## src/rtl/alu_muldiv_seq.sv

```systemverilog
// rtl/alu_muldiv_seq.sv - iterative RV32M multiply/divide sequencer with pipeline stall
// Optional macro MULDIV_EARLY_OUT_EN: finish trivial operands (div by zero, overflow, zero factor) from PREP.
module alu_muldiv_seq #(
   parameter int XLEN = 32
) (
   input  logic            clk,
   input  logic            rst_n,
   input  logic            Start,
   input  logic            Flush,
   input  logic [2:0]      Funct3,
   input  logic [XLEN-1:0] SrcA,
   input  logic [XLEN-1:0] SrcB,
   output logic            Busy,
   output logic            Stall,
   output logic            Done,
   output logic [XLEN-1:0] Result
);

   localparam logic [2:0] S_IDLE = 3'd0;
   localparam logic [2:0] S_PREP = 3'd1;
   localparam logic [2:0] S_CALC = 3'd2;
   localparam logic [2:0] S_FIX  = 3'd3;
   localparam logic [2:0] S_DONE = 3'd4;

   localparam logic [XLEN-1:0] MIN_NEG = {1'b1, {(XLEN-1){1'b0}}};

   logic [2:0]        state;
   logic [2:0]        op;
   logic [XLEN-1:0]   opa;
   logic [XLEN-1:0]   opb;
   logic [XLEN-1:0]   spec_val;
   logic [5:0]        cnt;
   logic [2*XLEN-1:0] acc;
   logic              neg;
   logic              special;

   logic              is_div, is_rem, signed_a, signed_b, sa, sb;
   logic [XLEN-1:0]   abs_a, abs_b;
   logic              div_zero, div_ovf, neg_prep;
   logic [XLEN-1:0]   spec_val_prep;
   logic [XLEN:0]     mul_sum;
   logic [2*XLEN-1:0] mul_next, div_next, prod;
   logic              div_ok;
   logic [XLEN-1:0]   div_rem, quot, remv, fix_val;
`ifdef MULDIV_EARLY_OUT_EN
   logic              mul_zero;
`endif

   always_comb begin
      is_div   = op[2];
      is_rem   = op[2] & op[1];
      signed_a = (op == 3'b001) || (op == 3'b010) || (op == 3'b100) || (op == 3'b110);
      signed_b = (op == 3'b001) || (op == 3'b100) || (op == 3'b110);
      sa       = signed_a & opa[XLEN-1];
      sb       = signed_b & opb[XLEN-1];
      abs_a    = sa ? -opa : opa;
      abs_b    = sb ? -opb : opb;
      neg_prep = is_rem ? sa : (sa ^ sb);
      div_zero = is_div && (opb == '0);
      div_ovf  = !op[0] && is_div && (opa == MIN_NEG) && (opb == '1);
      spec_val_prep = div_zero ? (is_rem ? opa : '1) : (is_rem ? '0 : MIN_NEG);
`ifdef MULDIV_EARLY_OUT_EN
      mul_zero = !is_div && ((opa == '0) || (opb == '0));
`endif

      // Shift-add: the carry out of the upper-half add becomes the new MSB.
      mul_sum  = {1'b0, acc[2*XLEN-1:XLEN]} + (acc[0] ? {1'b0, opb} : '0);
      mul_next = {mul_sum, acc[XLEN-1:1]};

      // Restoring divide: compare on XLEN+1 bits so divisors above 2^(XLEN-1) work.
      div_ok   = acc[2*XLEN-1:XLEN-1] >= {1'b0, opb};
      div_rem  = acc[2*XLEN-2:XLEN-1] - opb;
      div_next = div_ok ? {div_rem, acc[XLEN-2:0], 1'b1} : {acc[2*XLEN-2:0], 1'b0};

      prod = neg ? -acc : acc;
      quot = neg ? -acc[XLEN-1:0] : acc[XLEN-1:0];
      remv = neg ? -acc[2*XLEN-1:XLEN] : acc[2*XLEN-1:XLEN];
      if (special)           fix_val = spec_val;
      else if (!is_div)      fix_val = (op == 3'b000) ? prod[XLEN-1:0] : prod[2*XLEN-1:XLEN];
      else if (is_rem)       fix_val = remv;
      else                   fix_val = quot;
   end

   assign Busy  = (state != S_IDLE);
   assign Stall = (Start && (state == S_IDLE)) || (state == S_PREP) ||
                  (state == S_CALC) || (state == S_FIX);

   always_ff @(posedge clk) begin
      if (!rst_n) begin
         state    <= S_IDLE;
         op       <= '0;
         opa      <= '0;
         opb      <= '0;
         spec_val <= '0;
         cnt      <= '0;
         acc      <= '0;
         neg      <= 1'b0;
         special  <= 1'b0;
         Done     <= 1'b0;
         Result   <= '0;
      end else begin
         Done <= 1'b0;
         case (state)
            S_IDLE: begin
               if (Start && !Flush) begin
                  op    <= Funct3;
                  opa   <= SrcA;
                  opb   <= SrcB;
                  state <= S_PREP;
               end
            end
            S_PREP: begin
               if (Flush) begin
                  state <= S_IDLE;
               end else begin
                  neg      <= neg_prep;
                  special  <= div_zero | div_ovf;
                  spec_val <= spec_val_prep;
                  opb      <= abs_b;
                  acc      <= {{XLEN{1'b0}}, abs_a};
                  cnt      <= 6'(XLEN-1);
                  state    <= S_CALC;
`ifdef MULDIV_EARLY_OUT_EN
                  if (div_zero || div_ovf || mul_zero) begin
                     Result <= mul_zero ? '0 : spec_val_prep;
                     Done   <= 1'b1;
                     state  <= S_DONE;
                  end
`endif
               end
            end
            S_CALC: begin
               if (Flush) begin
                  state <= S_IDLE;
               end else begin
                  acc <= is_div ? div_next : mul_next;
                  cnt <= cnt - 6'd1;
                  if (cnt == 6'd0) state <= S_FIX;
               end
            end
            S_FIX: begin
               if (Flush) begin
                  state <= S_IDLE;
               end else begin
                  Result <= fix_val;
                  Done   <= 1'b1;
                  state  <= S_DONE;
               end
            end
            default: state <= S_IDLE;
         endcase
      end
   end

endmodule

```

## config.mk

```make
export PLATFORM = sky130hd
export DESIGN_NAME = alu_muldiv_seq
export DESIGN_NICKNAME = d
export VERILOG_FILES = /design/src/rtl/alu_muldiv_seq.sv
export SDC_FILE = /design/constraint.sdc
export NUM_CORES = 1
export LEC_CHECK = 0
export BUFFER_PORTS_ARGS = -buffer_cell sky130_fd_sc_hd__buf_4
export CORE_UTILIZATION = 25
export CTS_BUF_LIST = sky130_fd_sc_hd__clkbuf_4
export DETAILED_ROUTE_END_ITERATION = 10
export GPL_ROUTABILITY_DRIVEN = 0
export HOLD_SLACK_MARGIN = 0.1
export MAX_ROUTING_LAYER = met4
export PLACE_DENSITY = 0.49
export SLEW_MARGIN = 10
export SYNTH_ARGS = -nofsm -noshare
export SYNTH_HDL_FRONTEND = slang
export SYNTH_SLANG_ARGS = --single-unit
export TNS_END_PERCENT = 30
```

## constraint.sdc

```tcl
create_clock -name clk -period 9.4 [get_ports clk]
set_clock_uncertainty 0.1 [all_clocks]
set_input_delay 0.47 -clock clk [delete_from_list [all_inputs] [get_ports clk]]
set_output_delay 0.47 -clock clk [all_outputs]
set_load 0.05 [all_outputs]
```

==> Word level (Yosys, flattened, before mapping) <==
Cells that the tools add are included.
{ "word_totals": {"output_inout_bits": 35, "wordCells": 102, "register_bits": 207, "inputBits": 71} }
{ "op_classes": {"eq_ne": 14, "bitwise": 6, "add_sub_neg": 8, "n_reduce_logical": 30, "mux": 32, "order_cmp": 1} }
{ "op_table": {"columns": ["operator", "count"], "rows": [
  ["$mux 32", 14],
  ["$mux 64", 5],
  ["$neg 32->32", 4],
  ["$pmux 64 s2", 1],
  ["$eq 32x32->1 const B", 2],
  ["$neg 64->64", 1],
  ["$pmux 32 s2", 1],
  ["$add 32x32->33", 1],
  ["$ge 33x32->1", 1],
  ["$logic_not 32->1", 1],
  ["$sub 32x32->32", 1],
  ["$mux 3", 4],
  ["$mux 6", 2],
  ["$pmux 3 s4", 1],
  ["$pmux 6 s2", 1],
  ["$reduce_and 2->1", 5],
  ["$eq 3x2->1 const B", 3],
  ["$logic_or 1x1->1", 8],
  ["$eq 3x1->1 const B", 2],
  ["$eq 3x3->1 const B", 2],
  ["$logic_and 1x1->1", 6],
  ["$logic_not 3->1", 2],
  ["$logic_not 6->1", 1],
  ["$ne 2x2->1 const B", 3],
  ["14 further kinds", 19]
]} }

==> Longest topological paths before layout <==
Gate-level depths: netlist of the first run.
{ "logic_depth": {"depth_word": 8, "depth_mapped": 16, "mapped_depth_nobuf": 15} }

==> Worst setup path before layout of the first run <==
OpenSTA, ideal clock, no wires.
{ "synth_path": {"kind": "register to register", "start": "register acc[31]", "end": "register acc[62]", "arrival_time_ns": 3.331, "period_less_slack_ns": 3.545, "required_time_ns": 9.185, "n_path_buf": 0, "slack_ns": 5.855, "setup_time_ns": 0.115, "stages_incl_launch_ff": 15, "cell_sequence": "dfxtp_1 -> inv_1 -> ha_1 -> inv_1 -> fa_1 -> a21oi_1 -> o221ai_1 -> a221oi_1 -> nor3_1 -> o41ai_2 -> o21bai_1 -> a221oi_1 -> xor2_1 -> o2111a_1 -> a2111oi_0"} }
{ "synth_between": {"elab_chain_len": 5, "word_cells_on_any_way": 6, "cone_classes": "add/sub (1); order compare (1); mux (4)"} }
{ "synth_rtl": {"columns": ["element", "line_no", "rtl"], "rows": [
  ["from (decl)", "33", "logic [2*XLEN-1:0] acc;"],
  ["from (signal assigned)", "120", "acc <= {{XLEN{1'b0}}, abs_a};"],
  ["from (signal assigned)", "136", "acc <= is_div ? div_next : mul_next;"],
  ["$sub 32x32->32 or $ge 33x32->1 (tied branches)", "72, 71", null],
  ["$mux 64 *", "73", "div_next = div_ok ? {div_rem, acc[XLEN-2:0], 1'b1} : {acc[2*XLEN-2:0], 1'b0};"],
  ["$mux 64 *", "136", null],
  ["$mux 64 *", "133", "if (Flush) begin"],
  ["$pmux 64 s2 *", "103", "case (state)"]
]} }
Mark *: on every way between the ends. The rest lies on a longest branch, timed or not. The select of a mux whose other input is x is not followed.
A chain may end at the register's enable or synchronous reset.

==> Worst setup path after layout of the first run <==
{ "layout_path": {"start": "register acc[39]", "end": "register acc[56]"} }
{ "layout_between": {"elab_chain_len": 5, "word_cells_on_any_way": 7, "cone_classes": "add/sub (2); order compare (1); mux (4)"} }
{ "layout_rtl": {"columns": ["element", "line_no"], "rows": [
  ["$sub 32x32->32 or $ge 33x32->1 (tied branches)", "72, 71"],
  ["$mux 64", "73"],
  ["$mux 64 *", "136"],
  ["$mux 64 *", "133"],
  ["$pmux 64 s2 *", "103"]
]} }
Marked as above.

==> out/qor.txt, run 1 <==
status = finished, final reports clean
Critical Setup Path Class = reg2reg
WL/cell = 20.7 um
Root Driver = clkbuf_4
pwr/cell area = 121 nW/um^2
ANT nets after route = 0
CP peak stage delay = 0.73 ns
most frequent cells in the layout = nand2_1 (279), a21oi_1 (244), dfxtp_1 (205), nor2_1 (196), o21ai_0 (153)
Hold Crit Depth = 5
via count of the first global-routing pass = 16800
Syn Area/Cell = 7.24 um^2
Seq. cell area = 4150 um^2
post-synthesis sequential area ratio = 25.8%
synthesis-to-finish area growth = 18.0%
Hold Path Sink = opb[0]$_SDFFE_PN0P_
RSZ-0062 raised after global routing = no
r2r endpoint = acc[56]$_SDFFE_PN0P_
Multi-input gate area = 11000 um^2
Synth Warn # = 0
gr usage total = 20.4%
hold slack = 0.215 ns
Vias = 17600
largest net degree at the start of global routing = 79
Layout Nets = 2465
number of DRC violations after detailed-routing iteration 0 = 1792
cell mode on critical path = a21oi_1
cell area after synthesis = 16100 um^2
residual DRC count = 0
slew margin rel. = 22.5%
initial antenna violation count = 2
max-cap viol count = 0
post-DR vias/cell = 5.47
max frequency = 217 MHz
Detail Placement HPWL = 48500 um
die width = 256 um
setup TNS = 0 ns
adder-cell area share of the yosys netlist = 5.77%
drt first pass iters = 6
CTS tree = built
H-tree Lvls = 2
Crit path required time = 10.00 ns
Top FF cell, synth = dfxtp_1
pins over their slew limit = 0
crit-path cells = ha_1, a21oi_1, nand2_1, or4b_1, a21oi_1, or3_1, nand3_1, buf_4, inv_2, nand2_1, o311ai_0, a21oi_1
Post-synth EDFFs = 0
Core Area = 63300 um^2
CP Buf/Inv Count = 2
commonest non-fill, non-tap cell in the layout = nand2_1
Final Non-Filler Cells = 3209
Port Buffers = 105
Mapped Cells = 2221
Final Hold Vio Count = 0
simple-gate area share of the yosys netlist = 22.2%
CTS buffer count = 60
Placed Instances = 3033
Clock Latency Late Sink = 0.86 ns
total grt overflow = 0
Final period util = 49.0%
clk slew on worst S/H paths = 0.07 ns
fraction of registers with async set or reset after synthesis = 0%
WP data arrival = 5.21 ns
share of cells above drive strength 1 = 11.2%
Die Y-Extent = 256 um
Sink Count = 207
path depth of the worst reg2reg path = 12
minimum clock period = 4.61 ns
CP Launch Type = flop
syn nets = 2365
wire length of the first global-routing pass = 102000 um
Slowest cell on crit path = nand3_1
Yosys reg bits = 207
CTS max path bufs = 3
crit end category = flop
largest family of logic cells by synthesized area = compound AO/OA/AOI/OAI gates
Compound-Gate Fraction of Synth Area = 28.0%
CP delay by family, top = simple AND/OR/NAND/NOR gates
post-CTS resize count = 0
final number of setup-violating endpoints = 0
die area = 65400 um^2
Slew @ Worst Pin = 1.16 ns
LEAKAGE = 7.19 nW
Filler cells = 6959
post-synthesis mux area share = 2.63%
VDD IR max = 0.0721 mV
Crit Path Max Fanout = 20
r2r startpoint = acc[39]$_SDFFE_PN0P_
Synth Area in XOR/XNOR = 9.53%
synth unique cells = 80
row count = 92
Initial Util = 25.4%
Worst Hold Class = in2reg
worst reg-to-reg setup slack = 4.79 ns
hold_sp = Start
I/O pin count = 106
final wirelength = 66400 um
==> Yosys cell counts (20+ instances only) <==
cell        n  area [um^2]
dfxtp_1   207         4140
nor3_1     52          260
o211ai_1   51          383
or3_1      45          282
a211oi_1   39          293
clkbuf_1  155          582
xnor2_1   110          963
nand3_1    45          225
nand4_1    26          163
a21oi_1   244         1220
or4_1      20          150
o21ai_1    20          100
nor4_1     20          125
a21o_1     26          195
nand2_1   279         1050
nor2_1    198          743
xor2_1     65          569
o21ai_0   153          766
inv_1      74          278
o31ai_1    25          188
mux2i_1    40          400
ha_1       71          888
==> worst min-delay path: stages <==
cell and delay (ns):
buf_4 0.11, nand3_1 0.06, buf_4 0.27, nand2_1 0.12
a21oi_1 0.06
==> metrics by stage <==
stage | worst slack, ns | total power [mW] | utilization (%) | area [um^2]
4_1_cts | 4.79 | 2.31 | 30.0 | 19000
2_1_floorplan | 5.85 | 1.27 | - | 16100
3_3_place_gp | 4.87 | 1.43 | 27.7 | 17500
6_report | 4.79 | 2.30 | 30.0 | 19000
5_1_grt | 4.42 | 2.41 | 30.0 | 19000
3_5_place_dp | 4.83 | 1.43 | 27.7 | 17500
==> what timing repair did <==
item                      CTS  global route
hold buffers               72             0
setup buffers               0             0
hold endpoints to repair   92             0
==> final cells by class <==
class                   count  area share (%)
multi-input cells        1765            57.9
flip-flops and latches    207            21.9
repair buffers            211            9.30
well taps                 846            5.58
clock buffers              86            3.40
inverters                  76            1.52
clock inverters            16           0.376
diodes                      2          0.0264
==> how the worst max path moves through the flow <==
| stage | from | to | slack [ns] | cells past startpoint |
|---|---|---|---|---|
| floorplan | acc[31]$_SDFFE_PN0P_ | acc[62]$_SDFFE_PN0P_ | 5.85 | 14 |
| global placement | acc[39]$_SDFFE_PN0P_ | acc[56]$_SDFFE_PN0P_ | 4.87 | 12 |
| detailed placement | acc[39]$_SDFFE_PN0P_ | acc[62]$_SDFFE_PN0P_ | 4.83 | 12 |
| CTS | acc[39]$_SDFFE_PN0P_ | acc[62]$_SDFFE_PN0P_ | 4.79 | 12 |
| global route | acc[39]$_SDFFE_PN0P_ | acc[56]$_SDFFE_PN0P_ | 4.42 | 12 |
| finish | acc[39]$_SDFFE_PN0P_ | acc[56]$_SDFFE_PN0P_ | 4.79 | 12 |
==> cell families (layout without fill, tap and decap cells) <==
| kind of cell | count (synthesis) | count (layout) |
|---|---|---|
| and+or+nand+nor | 755 | 755 |
| AOI/OAI and AO/OA | 721 | 721 |
| buffers and inverters | 249 | 389 |
| DFF | 207 | 207 |
| xor gates and xnor gates | 175 | 175 |
| adders and majority gates | 73 | 73 |
| muxes | 41 | 41 |
| other | 0 | 2 |
==> layer usage <==
metal | vias to the layer above | GRT usage (%) | wire (um)
met2 | 700 | 32.3 | 30600
met5 | - | - | 0
met1 | 8432 | 26.2 | 29400
met3 | 126 | 3.07 | 4490
met4 | 0 | 7.44 | 2030
li1 | 8295 | - | -
==> flip-flops by register name, summed over array words and instances (netlist names) <==
name	count
acc	64
Result	32
opa	32
opb	32
spec_val	32
cnt	6
op	3
state	3
Done	1
neg	1
special	1
==> power breakdown <==
| part | leakage (nW) | internal (mW) | switching (mW) |
|---|---|---|---|
| clock network | 0.427 | 0.416 | 0.437 |
| registers | 1.68 | 0.897 | 0.0336 |
| logic | 5.09 | 0.189 | 0.322 |
Note: power is estimated with default switching activity, not from simulation.
==> run 2: changes to the inputs <==
Settings changed: PLACE_DENSITY 0.49 to 0.5.
Clock period 9.4 ns to 3.87 ns, I/O delays scaled along.
==> run 2 against run 1 <==
  * Critical path depth fell by 1
  * Worst hold slack worse by 0.076 ns
  * Combinational power grew to 2.8 times the previous value
  * Total power rose to 2.5 times the previous value
  * First-iteration DRC count down 9.6%
  * Setup slack worse by 4.6 ns
  * Die area unchanged
  * Global-route usage increased by 0.61 points
  * Critical endpoint is now opb[29]$_SDFFE_PN0P_
  * Largest power group unchanged
==> out/qor.txt, run 2 (same netlist as run 1, synthesis figures left out) <==
number of DRC violations after detailed-routing iteration 0 = 1620
crit end category = flop
H-tree Lvls = 2
RSZ-0062 raised after global routing = no
commonest non-fill, non-tap cell in the layout = nand2_1
Critical Setup Path Class = reg2reg
Hold Path Sink = opb[31]$_SDFFE_PN0P_
pins over their slew limit = 0
Largest Register = acc
Core Area = 63300 um^2
max-cap viol count = 0
gr usage total = 21.0%
I/O pin count = 106
final wirelength = 68800 um
Vias = 18400
Slew @ Worst Pin = 1.23 ns
LEAKAGE = 8.08 nW
most frequent cells in the layout = nand2_1 (279), a21oi_1 (243), buf_4 (233), dfxtp_1 (205), nor2_1 (196)
worst reg-to-reg setup slack = 0.16 ns
Root Driver = clkbuf_4
VDD IR max = 0.239 mV
die width = 256 um
WL/cell = 20.2 um
path depth of the worst reg2reg path = 11
pre-CTS setup slack = 0.122 ns
r2r endpoint = opb[29]$_SDFFE_PN0P_
Placed Instance Area = 18300 um^2
Final Non-Filler Cells = 3398
WP data arrival = 4.28 ns
CTS max path bufs = 3
largest net degree at the start of global routing = 81
wire length of the first global-routing pass = 106000 um
r2r startpoint = opb[9]$_SDFFE_PN0P_
setup TNS = 0 ns
final core utilization = 32.7%
Layout Nets = 2649
die area = 65400 um^2
Worst Hold Class = in2reg
final number of setup-violating endpoints = 0
status = finished, final reports clean
final setup margin = 0.155 ns
CTS buffer count = 59
synthesis-to-finish area growth = 28.6%
CP Launch Type = flop
share of cells above drive strength 1 = 14.6%
row count = 92
Final period util = 96.0%
Crit Path Max Fanout = 7
initial antenna violation count = 2
max reg flops = 64
hold_sp = SrcB[31]
slew margin rel. = 17.2%
Port Buffers = 105
Sink Count = 207
Detail Placement HPWL = 50200 um
total grt overflow = 0
pwr/cell area = 278 nW/um^2
via count of the first global-routing pass = 17600
Hold Crit Depth = 4
residual DRC count = 0
post-CTS setup buffer count = 0
Crit path required time = 4.44 ns
drt first pass iters = 6
Final Hold Vio Count = 0
Initial Util = 25.4%
max frequency = 269 MHz
minimum clock period = 3.71 ns
Clock Latency Late Sink = 0.85 ns
clk slew on worst S/H paths = 0.07 ns
CTS tree = built
ANT nets after route = 0
post-DR vias/cell = 5.42
Placed Instances = 3130
design area = 20700 um^2
Die Y-Extent = 256 um
[run 2: cell count changes in the layout (fill, tap and decap cells not counted), sizes merged]
cell,change
clkinvlp,-1
diode,+2
dlygate4sd3,+88
buf,+97
clkinv,+3
clkbuf,-2
inv,+2
[run 2: critical path, cell delays in order (launching register included)]
cell and delay (ns):
dfxtp_1 0.39, or4_4 0.61, nor3_4 0.24, nand3_2 0.14
nand4b_1 0.27, or3_4 0.41, nor3b_4 0.24, nand2_1 0.10
xnor2_1 0.13, a222oi_1 0.28, dlygate4sd3_1 0.59, nor2_1 0.04
[run 2: through the flow]
step / hold slack [ns] / power (mW)
global route: 0.111 / 6.03
floorplan: 0.229 / 3.08
global placement: 0.331 / 3.53
detailed placement: 0.326 / 3.53
finish: 0.139 / 5.75
CTS: 0.107 / 5.75
[run 2: power by group]
part	total (mW)	switching, mW	internal [mW]	leakage, nW
Combinational	1.41	0.821	0.585	5.97
Clock	2.08	1.08	1.00	0.436
Sequential	2.26	0.0841	2.18	1.68
Total	5.75	1.98	3.77	8.08
[run 2: worst max path at each step]
stage / startpoint / endpoint / slack [ns]
floorplan: acc[31]$_SDFFE_PN0P_ / acc[62]$_SDFFE_PN0P_ / 0.32
global placement: opb[0]$_SDFFE_PN0P_ / acc[62]$_SDFFE_PN0P_ / 0.25
detailed placement: opb[0]$_SDFFE_PN0P_ / acc[62]$_SDFFE_PN0P_ / 0.12
CTS: opb[9]$_SDFFE_PN0P_ / opb[29]$_SDFFE_PN0P_ / 0.05
global route: opb[8]$_SDFFE_PN0P_ / acc[63]$_SDFFE_PN0P_ / 0.004
finish: opb[9]$_SDFFE_PN0P_ / opb[29]$_SDFFE_PN0P_ / 0.16
[run 2: per-layer routing]
metal | vias up | part of all wire, % | GRT usage (%)
li1 | 8659 | - | -
met1 | 8889 | 44 | 27.0
met2 | 711 | 47 | 34.1
met3 | 143 | 6.5 | 3.17
met4 | 0 | 2.5 | 5.71
met5 | - | 0 | -
[run 2: repair_timing]
| item | in CTS | in global routing |
|---|---|---|
| gates resized for setup | 0 | 10 |
| hold buffers | 160 | 0 |
| endpoints found under the setup margin | 0 | 21 |
| hold endpoints to repair | 139 | 0 |
[run 2: final cells by class]
type | count | area, um^2
sequential | 207 | 4150
antenna | 4 | 10.0
fill | 6876 | 42600
clock buffer | 84 | 631
multi-input combinational | 1765 | 11100
tap | 846 | 1060
timing repair buffer | 396 | 3410
inverter | 76 | 288
clock inverter | 20 | 95.1
